### src/rtl/sipo_deserializer.sv
`default_nettype none
// ============================================================================
// Module      : sipo_deserializer
// Description : Serial-in, parallel-out receiver for an LSB-first serial link.
//               It collects N qualified serial bits into a word and hands each
//               word to a double-buffered holding register with a valid/ready
//               handshake. A word that completes while the holding register is
//               full and stalled is dropped, and a sticky overrun flag is set.
//               Optional feature macro SIPO_PARITY_EN: each frame carries one
//               trailing even-parity bit, checked and reported in o_parity_err.
// Revision    : 1.0 - initial release
// ============================================================================
module sipo_deserializer #(
    parameter int N = 4
) (
    input  logic         clk,
    input  logic         rst,
    input  logic         i_serial_in,
    input  logic         i_serial_valid,
    input  logic         i_clear,
    output logic [N-1:0] o_data_out,
    output logic         o_data_valid,
    input  logic         i_data_ready,
    output logic         o_overrun,
    output logic         o_parity_err
);

    localparam int CNT_W = $clog2(N + 1);

`ifdef SIPO_PARITY_EN
    // Counter index of the trailing parity bit
    localparam logic [CNT_W-1:0] c_LAST = CNT_W'(N);
`else
    // Counter index of the last data bit
    localparam logic [CNT_W-1:0] c_LAST = CNT_W'(N - 1);
`endif

    logic [N-1:0]     r_shift;
    logic [CNT_W-1:0] r_cnt;
    logic [N-1:0]     r_data;
    logic             r_valid;
    logic             r_overrun;

    logic             w_accept;
    logic             w_shift_en;
    logic             w_complete;
    logic             w_load;
    logic             w_drop;
    logic [N-1:0]     w_word;

    // Decode bit acceptance, word completion and what happens to a finished word
    always_comb begin
        w_accept   = i_serial_valid && !i_clear;
        w_complete = w_accept && (r_cnt == c_LAST);
`ifdef SIPO_PARITY_EN
        // The parity bit is checked but never shifted into the data register
        w_shift_en = w_accept && (r_cnt != c_LAST);
        w_word     = r_shift;
`else
        w_shift_en = w_accept;
        w_word     = {i_serial_in, r_shift[N-1:1]};
`endif
        // A finished word is taken if the holding register is empty or draining
        w_load     = w_complete && (!r_valid || i_data_ready);
        w_drop     = w_complete && r_valid && !i_data_ready;
    end

    // Shift register and bit counter; clear discards the partial word
    always_ff @(posedge clk or posedge rst) begin
        if (rst) begin
            r_shift <= '0;
            r_cnt   <= '0;
        end else if (i_clear) begin
            r_shift <= '0;
            r_cnt   <= '0;
        end else if (w_accept) begin
            if (w_shift_en) begin
                r_shift <= {i_serial_in, r_shift[N-1:1]};
            end
            r_cnt <= w_complete ? '0 : r_cnt + CNT_W'(1);
        end
    end

    // Holding register, valid/ready handshake and sticky overrun flag
    always_ff @(posedge clk or posedge rst) begin
        if (rst) begin
            r_data    <= '0;
            r_valid   <= 1'b0;
            r_overrun <= 1'b0;
        end else begin
            if (w_load) begin
                r_data  <= w_word;
                r_valid <= 1'b1;
            end else if (r_valid && i_data_ready) begin
                r_valid <= 1'b0;
            end
            if (i_clear) begin
                r_overrun <= 1'b0;
            end else if (w_drop) begin
                r_overrun <= 1'b1;
            end
        end
    end

`ifdef SIPO_PARITY_EN
    logic r_parity_err;

    // Parity result travels with the word it belongs to
    always_ff @(posedge clk or posedge rst) begin
        if (rst) begin
            r_parity_err <= 1'b0;
        end else if (w_load) begin
            r_parity_err <= ^{r_shift, i_serial_in};
        end
    end

    assign o_parity_err = r_parity_err;
`else
    assign o_parity_err = 1'b0;
`endif

    assign o_data_out   = r_data;
    assign o_data_valid = r_valid;
    assign o_overrun    = r_overrun;

endmodule
`default_nettype wire

### config.mk
export PLATFORM = sky130hd
export DESIGN_NAME = sipo_deserializer
export DESIGN_NICKNAME = d
export VERILOG_FILES = /design/src/rtl/sipo_deserializer.sv
export SDC_FILE = /design/constraint.sdc
export NUM_CORES = 1
export LEC_CHECK = 0
export BUFFER_PORTS_ARGS = -buffer_cell sky130_fd_sc_hd__buf_2
export CAP_MARGIN = 20
export CORE_AREA = 8 8 45 47
export CTS_BUF_LIST = sky130_fd_sc_hd__clkbuf_2
export DETAILED_ROUTE_END_ITERATION = 8
export DIE_AREA = 0 0 53 55
export PLACE_DENSITY = 0.7
export SKIP_LAST_GASP = 1
export SLEW_MARGIN = 20
export SYNTH_ARGS = -nofsm -noshare
export SYNTH_HDL_FRONTEND = slang
export SYNTH_SLANG_ARGS = --single-unit
### constraint.sdc
create_clock -name clk -period 5.18 [get_ports clk]
set_clock_uncertainty 0.2 [all_clocks]
set_input_delay 0.259 -clock clk [delete_from_list [all_inputs] [get_ports clk]]
set_output_delay 0.259 -clock clk [all_outputs]
set_load 0.01 [all_outputs]
# --- Yosys cells after proc, flatten, opt, wreduce, memory -nomap -nowiden ---
# Index checks and enable logic that the tools add are counted.
totals:
  ff_bits: 13
  in_bits: 6
  out_inout_bits: 7
  word_cells: 29
classes:
  n_addsub: 1
  n_eq_ne: 1
  muxes: 9
  reduce_logical: 13
op_table:
  columns: ["op", "n"]
  rows:
  - ["2-to-1 mux 3 bit", 3]
  - ["2-to-1 mux 4 bit", 2]
  - ["logical AND 1 bit", 6]
  - ["nonzero test 2 bit", 3]
  - ["2-to-1 mux 1 bit", 4]
  - ["adder 3 x 1 -> 3 bit, second input constant", 1]
  - ["equality test 3 x 2 -> 1 bit, second input constant", 1]
  - ["logical NOT 1 bit", 3]
  - ["logical OR 1 bit", 1]

# --- Logic depth before layout (Yosys ltp) ---
# Gate-level depths: netlist of run 1.
logic_depth:
  depth_word: 7
  ltp_mapped: 5
  depth_no_buf: 4

# --- Least setup slack after synthesis of run 1 ---
# No wires, ideal clock.
synth_path:
  path_kind: "flip-flop to flip-flop"
  start: "register r_valid (netlist: o_data_valid)"
  end: "register r_data[0] (netlist: o_data_out[0])"
  setup_time_ns: 0.125
  arrival_ns: 1.432
  required_ns: 4.855
  slack_ns: 3.422
  stages_incl_launch_ff: 5
  path_buffers: 1
  synth_period_minus_slack_ns: 1.758
  path_cell_list: "dfrtp_1 nor2b_1 or4_4 buf_6 mux2_4"
synth_between:
  elab_chain_cells: 3
synth_lines:
  columns: ["item", "line_no", "text"]
  rows:
  - ["start: declaration", "41", "logic r_valid;"]
  - ["start signal: assignment", "88", "r_valid <= 1'b0;"]
  - ["start signal: assignment", "93", "r_valid <= 1'b1;"]
  - ["start signal: assignment", "95", "r_valid <= 1'b0;"]
  - ["logical NOT 1 bit", "64", "w_load = w_complete && (!r_valid || i_data_ready);"]
  - ["logical OR 1 bit", "64", null]
  - ["logical AND 1 bit", "64", null]
  - ["end signal: assignment", "92", "r_data <= w_word;"]
  - ["end: declaration", "40", "logic [N-1:0] r_data;"]
# No other way between the ends.
# A chain may end at the register's enable or synchronous reset.

# --- Worst setup path in the final report of run 1 ---
layout_path:
  start: "register r_cnt[0]"
  end: "register r_data[1] (netlist: o_data_out[1])"
layout_between:
  elab_chain_cells: 3
layout_lines:
  columns: ["item", "line_no", "text"]
  rows:
  - ["start: declaration", "39", "logic [CNT_W-1:0] r_cnt;"]
  - ["start signal: assignment", "80", "r_cnt <= w_complete ? '0 : r_cnt + CNT_W'(1);"]
  - ["equality test 3 x 2 -> 1 bit", "54", "w_complete = w_accept && (r_cnt == c_LAST);"]
  - ["logical AND 1 bit", "54", null]
  - ["logical AND 1 bit", "64", null]
# No other way between the ends.

==> results of run 1 <==
## worst max-delay path by stage
| stage | cells after the start | endpoint |
|---|---|---|
| floorplan | 4 | o_data_out[0]$_DFFE_PP0P_ |
| global placement | 4 | o_data_out[3]$_DFFE_PP0P_ |
| finish | 4 | o_data_out[1]$_DFFE_PP0P_ |
| detailed placement | 4 | o_data_out[3]$_DFFE_PP0P_ |
| global route | 4 | o_data_out[0]$_DFFE_PP0P_ |
| CTS | 4 | o_data_out[3]$_DFFE_PP0P_ |
## flip-flops by register name, indices dropped and copies added, names as in the netlist
signal,cells
r_shift,3
o_data_valid,1
o_data_out,4
o_overrun,1
r_cnt,3
## cell usage in the layout (no fill, tap or decap)
| cell type | instances |
|---|---|
| mux2_4 | 4 |
| nor2_1 | 4 |
| nand2_2 | 1 |
| nand2b_1 | 3 |
| a21oi_1 | 2 |
| ha_1 | 1 |
| mux2i_1 | 3 |
| inv_1 | 2 |
| conb_1 | 1 |
| nand3b_1 | 1 |
| dfrtp_1 | 12 |
| clkbuf_2 | 3 |
| a41oi_1 | 1 |
| nor2b_1 | 1 |
| clkinv_1 | 1 |
| nand3_1 | 1 |
| dlygate4sd3_1 | 1 |
| nor3b_1 | 1 |
| or4_4 | 1 |
| buf_2 | 11 |
| or2_2 | 1 |
| nor3_1 | 1 |
## metrics by stage
| stage | util (%) | power, W | hold slack, ns | instance area, um2 |
|---|---|---|---|---|
| after floorplan | - | 0.000114 | -0.0763 | 559 |
| after global placement | 43.1 | 0.000118 | 0.0848 | 597 |
| after detailed placement | 43.1 | 0.000118 | 0.0908 | 597 |
| after CTS | 45.2 | 0.000166 | 0.0428 | 626 |
| after global routing | 45.2 | 0.000175 | 0.0350 | 626 |
| final | 45.2 | 0.000163 | 0.0543 | 626 |
## logic make-up (layout without fill, tap and decap cells)
| kind of cell | after synthesis | count (layout) |
|---|---|---|
| buffers and inverters | 6 | 18 |
| muxes | 7 | 7 |
| adders and majority gates | 1 | 1 |
| other | 1 | 1 |
| AOI/OAI and AO/OA | 3 | 3 |
| DFF | 12 | 12 |
| and+or+nand+nor | 15 | 15 |
## power breakdown
group / switching (W) / internal (W) / total (W)
combinational: 0.00000866 / 0.00000839 / 0.0000171
sequential: 0.00000223 / 0.0000974 / 0.0000996
clock: 0.0000297 / 0.0000168 / 0.0000465
total: 0.0000406 / 0.000123 / 0.000163
## per-layer routing
layer	part of all wire, %	global-route usage [%]	wire [um]
met1	45	8.10	428
met2	45	13.1	427
met3	8.0	2.67	75
met4	1.3	5.17	12
met5	0	0	0
## area by class of cell
cell class,count,area (um2)
timing repair buffer,12,65.1
clock buffer,3,15.0
fill,130,758
sequential,12,300
clock inverter,1,3.75
multi-input combinational,27,214
inverter,2,7.51
tap,16,20.0
## worst reg2reg max path: stages, from the launching register on
cell and delay (ns):
dfrtp_1 0.38, ha_1 0.20, nand2_2 0.08, or4_4 0.48, mux2_4 0.31
==> out/metrics.yaml, run 1 <==
floorplanning:
  die-area_um2: 2920
  placementRows: 14
  initial_core_util_pct: 40.4
  io_pins: 13
  core_um2: 1380
  die_y_um: 55
  fp.dieW_um: 53
place:
  hpwl_um: 699
  pre_cts_ws_ns: 3.44
  portBuffers: 11
  dp.cells: 68
  gp_congestion: 0.726
setup_path:
  crit_path_max_incr_delay_ns: 0.48
  cp_max_fo: 4
  start_kind: "flip-flop"
  worst-setup-path-type: "flip-flop to flip-flop"
  worst-path-buf-inv: 0
  ff2ff_path_depth: 4
  crit_slowest_cell: "or4_4"
  reg2reg_slack_ns: 3.42
  critPathCaptureType: "flip-flop"
  crit_required_ns: 5.13
  crit_arrival_ns: 1.70
  timing.rr.end: "o_data_out[1]$_DFFE_PP0P_"
  crit_chain: "ha_1 > nand2_2 > or4_4 > mux2_4"
  path_delay_family: "simple AND/OR/NAND/NOR gates"
  reg2reg_from: "r_cnt[0]$_DFFE_PP0P_"
  critPathLaunch: "r_cnt[0]$_DFFE_PP0P_"
cts:
  post_cts_resize_count: 0
  post_cts_buffers: 0
  holdBufCountCts: 1
  numCtsBuffers: 3
  clk-insertion-delay-late_ns: 0.25
  clock-sinks: 12
  tritoncts: "done"
  cts.clk_slew.worst_paths_ns: 0.12
  clockBufferDepth: 2
  htree_num_levels: 1
  cts_root_buf: "clkbuf_2"
detailed_routing:
  wl_per_cell_um: 12.9
  dr.pass1.iters: 2
  vias: 341
  via_per_inst: 4.67
  drc: 0
  totalWireLength_um: 943
  drtIter0Drc: 3
  drtAntennaViolNets: 0
synthesis:
  synth_top_family_by_area: "multiplexers"
  ys_warn_count: 0
  async_flop_share_pct: 100
  synth.most_common_cell: "dfrtp_1"
  synth.distinct_cells: 20
  syn-num-nets: 52
  synth_commonest_cells: "dfrtp_1, mux2_4, nor2_1, mux2i_1, nand2b_1"
  seq_area_frac_synth_pct: 53.7
  yosys-top-cells-area: "dfrtp_1, mux2_4, mux2i_1"
  synth_compound_area_share_pct: 3.36
  syn_inst: 45
  synth_xor_area_share_pct: 0
  synth_area_um2: 559
  netlist.area_leader.share_pct: 53.7
  ys_ff_latch: 12
  ys.flop_type: "dfrtp_1"
  synth-simple-area-share_pct: 15.9
  synth_edf_count: 0
  yosys.area.top_type: "dfrtp_1"
  synth.area.mux_share_pct: 16.1
  avgSynthCellArea_um2: 12.4
  synth_fa_ha_area_share_pct: 2.24
timing:
  fin_crit_sh_pct: 33.9
  hold_violations: 0
  clock.fmax_mhz: 570
  rsz0062_at_grt: "no"
  period_needed_ns: 1.76
  finalWorstSetupSlack_ns: 3.42
  final.setup.tns_ns: 0
  slew_violations: 0
  finalSetupViolations: 0
final_layout:
  finalNetCount: 65
  antenna_cells: 0
  drive_gt1_share_pct: 36.8
  areaGrowthSynthToFinish_pct: 11.9
  fin_cells: 73
min_path:
  hold_end: "o_data_out[3]$_DFFE_PP0P_"
  hold_start: "i_serial_in"
  hp-class: "input pin to flip-flop"
  holdPathStages: 2
pwr:
  leakage_nw: 0.343
  ir_worst_vdd_mv: 0.141
  cellPowerDensity_nw_per_um2: 261
global_route:
  gr-usage-all-layers_pct: 7.77
  grt_pass1_vias: 394
  antenna_found_initial: 0
  grt_pass1_wl_um: 1660
  gr-total-overflow: 0
  grt_max_degree: 13
run:
  drv_cap: 0
outcome:
  outcome: "finished clean"
Note: power is estimated with default switching activity, not from simulation.
==> run 2: changes to the inputs <==
Clock period 5.18 ns to 1.7 ns, I/O delays scaled along.
==> out/metrics.yaml, run 2 (synthesized netlist as in run 1, its figures left out) <==
outcome:
  outcome: "complete, but fails checks"
  violations: "negative setup slack"
detailed_routing:
  via_per_inst: 4.76
  drtIter0Drc: 10
  totalWireLength_um: 1080
  dr.pass1.iters: 4
  drc: 0
  drtAntennaViolNets: 0
  vias: 395
  wl_per_cell_um: 13.0
cts:
  post_cts_resize_count: 0
  tritoncts: "done"
  clockBufferDepth: 2
  htree_num_levels: 1
  cts_root_buf: "clkbuf_2"
  cts.clk_slew.worst_paths_ns: 0.10
  clk-insertion-delay-late_ns: 0.25
  clock-sinks: 12
  numCtsBuffers: 3
final_layout:
  drive_gt1_share_pct: 46.3
  finalNetCount: 76
  multiInputGateArea_um2: 224
  antenna_cells: 0
  layout_commonest_cell: "dfrtp_1"
  largest_reg_flops: 4
  area.sequential_um2: 300
  fillerInstances: 127
  layout_common_cells: "dfrtp_1, buf_2, buf_4"
  finalCoreUtilization_pct: 52.2
  areaGrowthSynthToFinish_pct: 29.1
timing:
  period_needed_ns: 1.72
  finalSetupViolations: 4
  rsz0062_at_grt: "yes"
  clock.fmax_mhz: 581
  final.setup.tns_ns: -0.0443
  hold_violations: 0
  finalWorstSetupSlack_ns: -0.0219
  slew_violations: 0
  fin_crit_sh_pct: 101
place:
  hpwl_um: 783
  gp_congestion: 0.758
  portBuffers: 11
min_path:
  hp-class: "input pin to flip-flop"
pwr:
  leakage_nw: 0.391
  cellPowerDensity_nw_per_um2: 707
  ir_worst_vdd_mv: 0.320
floorplanning:
  die-area_um2: 2920
  core_um2: 1380
  fp.dieW_um: 53
  initial_core_util_pct: 40.4
  placementRows: 14
  die_y_um: 55
  io_pins: 13
global_route:
  gr-usage-all-layers_pct: 8.34
  grt_max_degree: 13
  gr-total-overflow: 0
  grt_pass1_vias: 391
  grt_pass1_wl_um: 1770
  antenna_found_initial: 0
setup_path:
  crit_path_max_incr_delay_ns: 0.47
  crit_required_ns: 1.65
  worst-setup-path-type: "flip-flop to flip-flop"
  cp_max_fo: 4
  critPathCaptureType: "flip-flop"
  start_kind: "flip-flop"
  crit_slowest_cell: "or4_4"
  crit_arrival_ns: 1.67
  reg2reg_slack_ns: -0.02
  crit_chain: "ha_2 > nand2_2 > or4_4 > mux2_4"
run:
  drv_cap: 0
-- run 2: final timing paths --
kind,startpoint,to,cells after the start
max reg2reg,r_cnt[0]$_DFFE_PP0P_,o_data_out[3]$_DFFE_PP0P_,4
min,i_serial_valid,r_cnt[1]$_DFFE_PP0P_,4
max in group asynchronous,rst,r_cnt[0]$_DFFE_PP0P_,3
max,r_cnt[0]$_DFFE_PP0P_,o_data_out[3]$_DFFE_PP0P_,4
min in group asynchronous,rst,o_data_out[2]$_DFFE_PP0P_,3
min reg2reg,o_overrun$_DFFE_PP0P_,o_overrun$_DFFE_PP0P_,2
-- run 2: report_power, final --
part / switching [W] / total (W) / internal, W / leakage, nW
Clock: 0.0000868 / 0.000135 / 0.0000481 / 0.0125
Combinational: 0.0000312 / 0.0000717 / 0.0000405 / 0.214
Sequential: 0.00000736 / 0.000304 / 0.000297 / 0.165
Total: 0.000125 / 0.000511 / 0.000385 / 0.391
-- run 2: final cells by class --
cell class                 instances  share of cell area, %
clock buffer                       3                   2.08
inverter                           2                   1.04
multi-input combinational         27                   31.0
sequential                        12                   41.6
tap                               16                   2.77
timing repair buffer              23                   21.5
-- run 2: what timing repair did --
item / in CTS / in global routing
hold endpoints to repair: 21 / 0
hold buffers: 4 / 0
endpoints found under the setup margin: 4 / 4
setup buffers: 1 / 2
-- run 2: metrics by stage --
| step | area (um2) | hold WS, ns | cells | total power [W] | setup slack (ns) |
|---|---|---|---|---|---|
| 2_1_floorplan | 569 | -0.250 | 45 | 0.000349 | -0.0410 |
| 3_3_place_gp | 644 | -0.0986 | 73 | 0.000368 | 0.0239 |
| 3_5_place_dp | 644 | -0.0851 | 73 | 0.000370 | 0.00477 |
| 4_1_cts | 707 | 0.0493 | 81 | 0.000511 | -0.0104 |
| 5_1_grt | 722 | 0.0594 | 83 | 0.000544 | -0.0570 |
| 6_report | 722 | 0.0622 | 83 | 0.000511 | -0.0219 |
-- run 2: critical path, delay by kind of cell (launching register included) --
family	cells	cell delay, ns
fa+ha+maj	1	0.19
flops	1	0.38
mux	1	0.32
simple gates	2	0.53
-- run 2: layer usage --
layer / track usage [%] / wire, um / vias up
met5: 0 / 0 / -
met1: 10.5 / 494 / 184
met2: 11.3 / 464 / 13
li1: - / - / 194
met4: 6.47 / 19 / 0
met3: 2.94 / 99 / 4
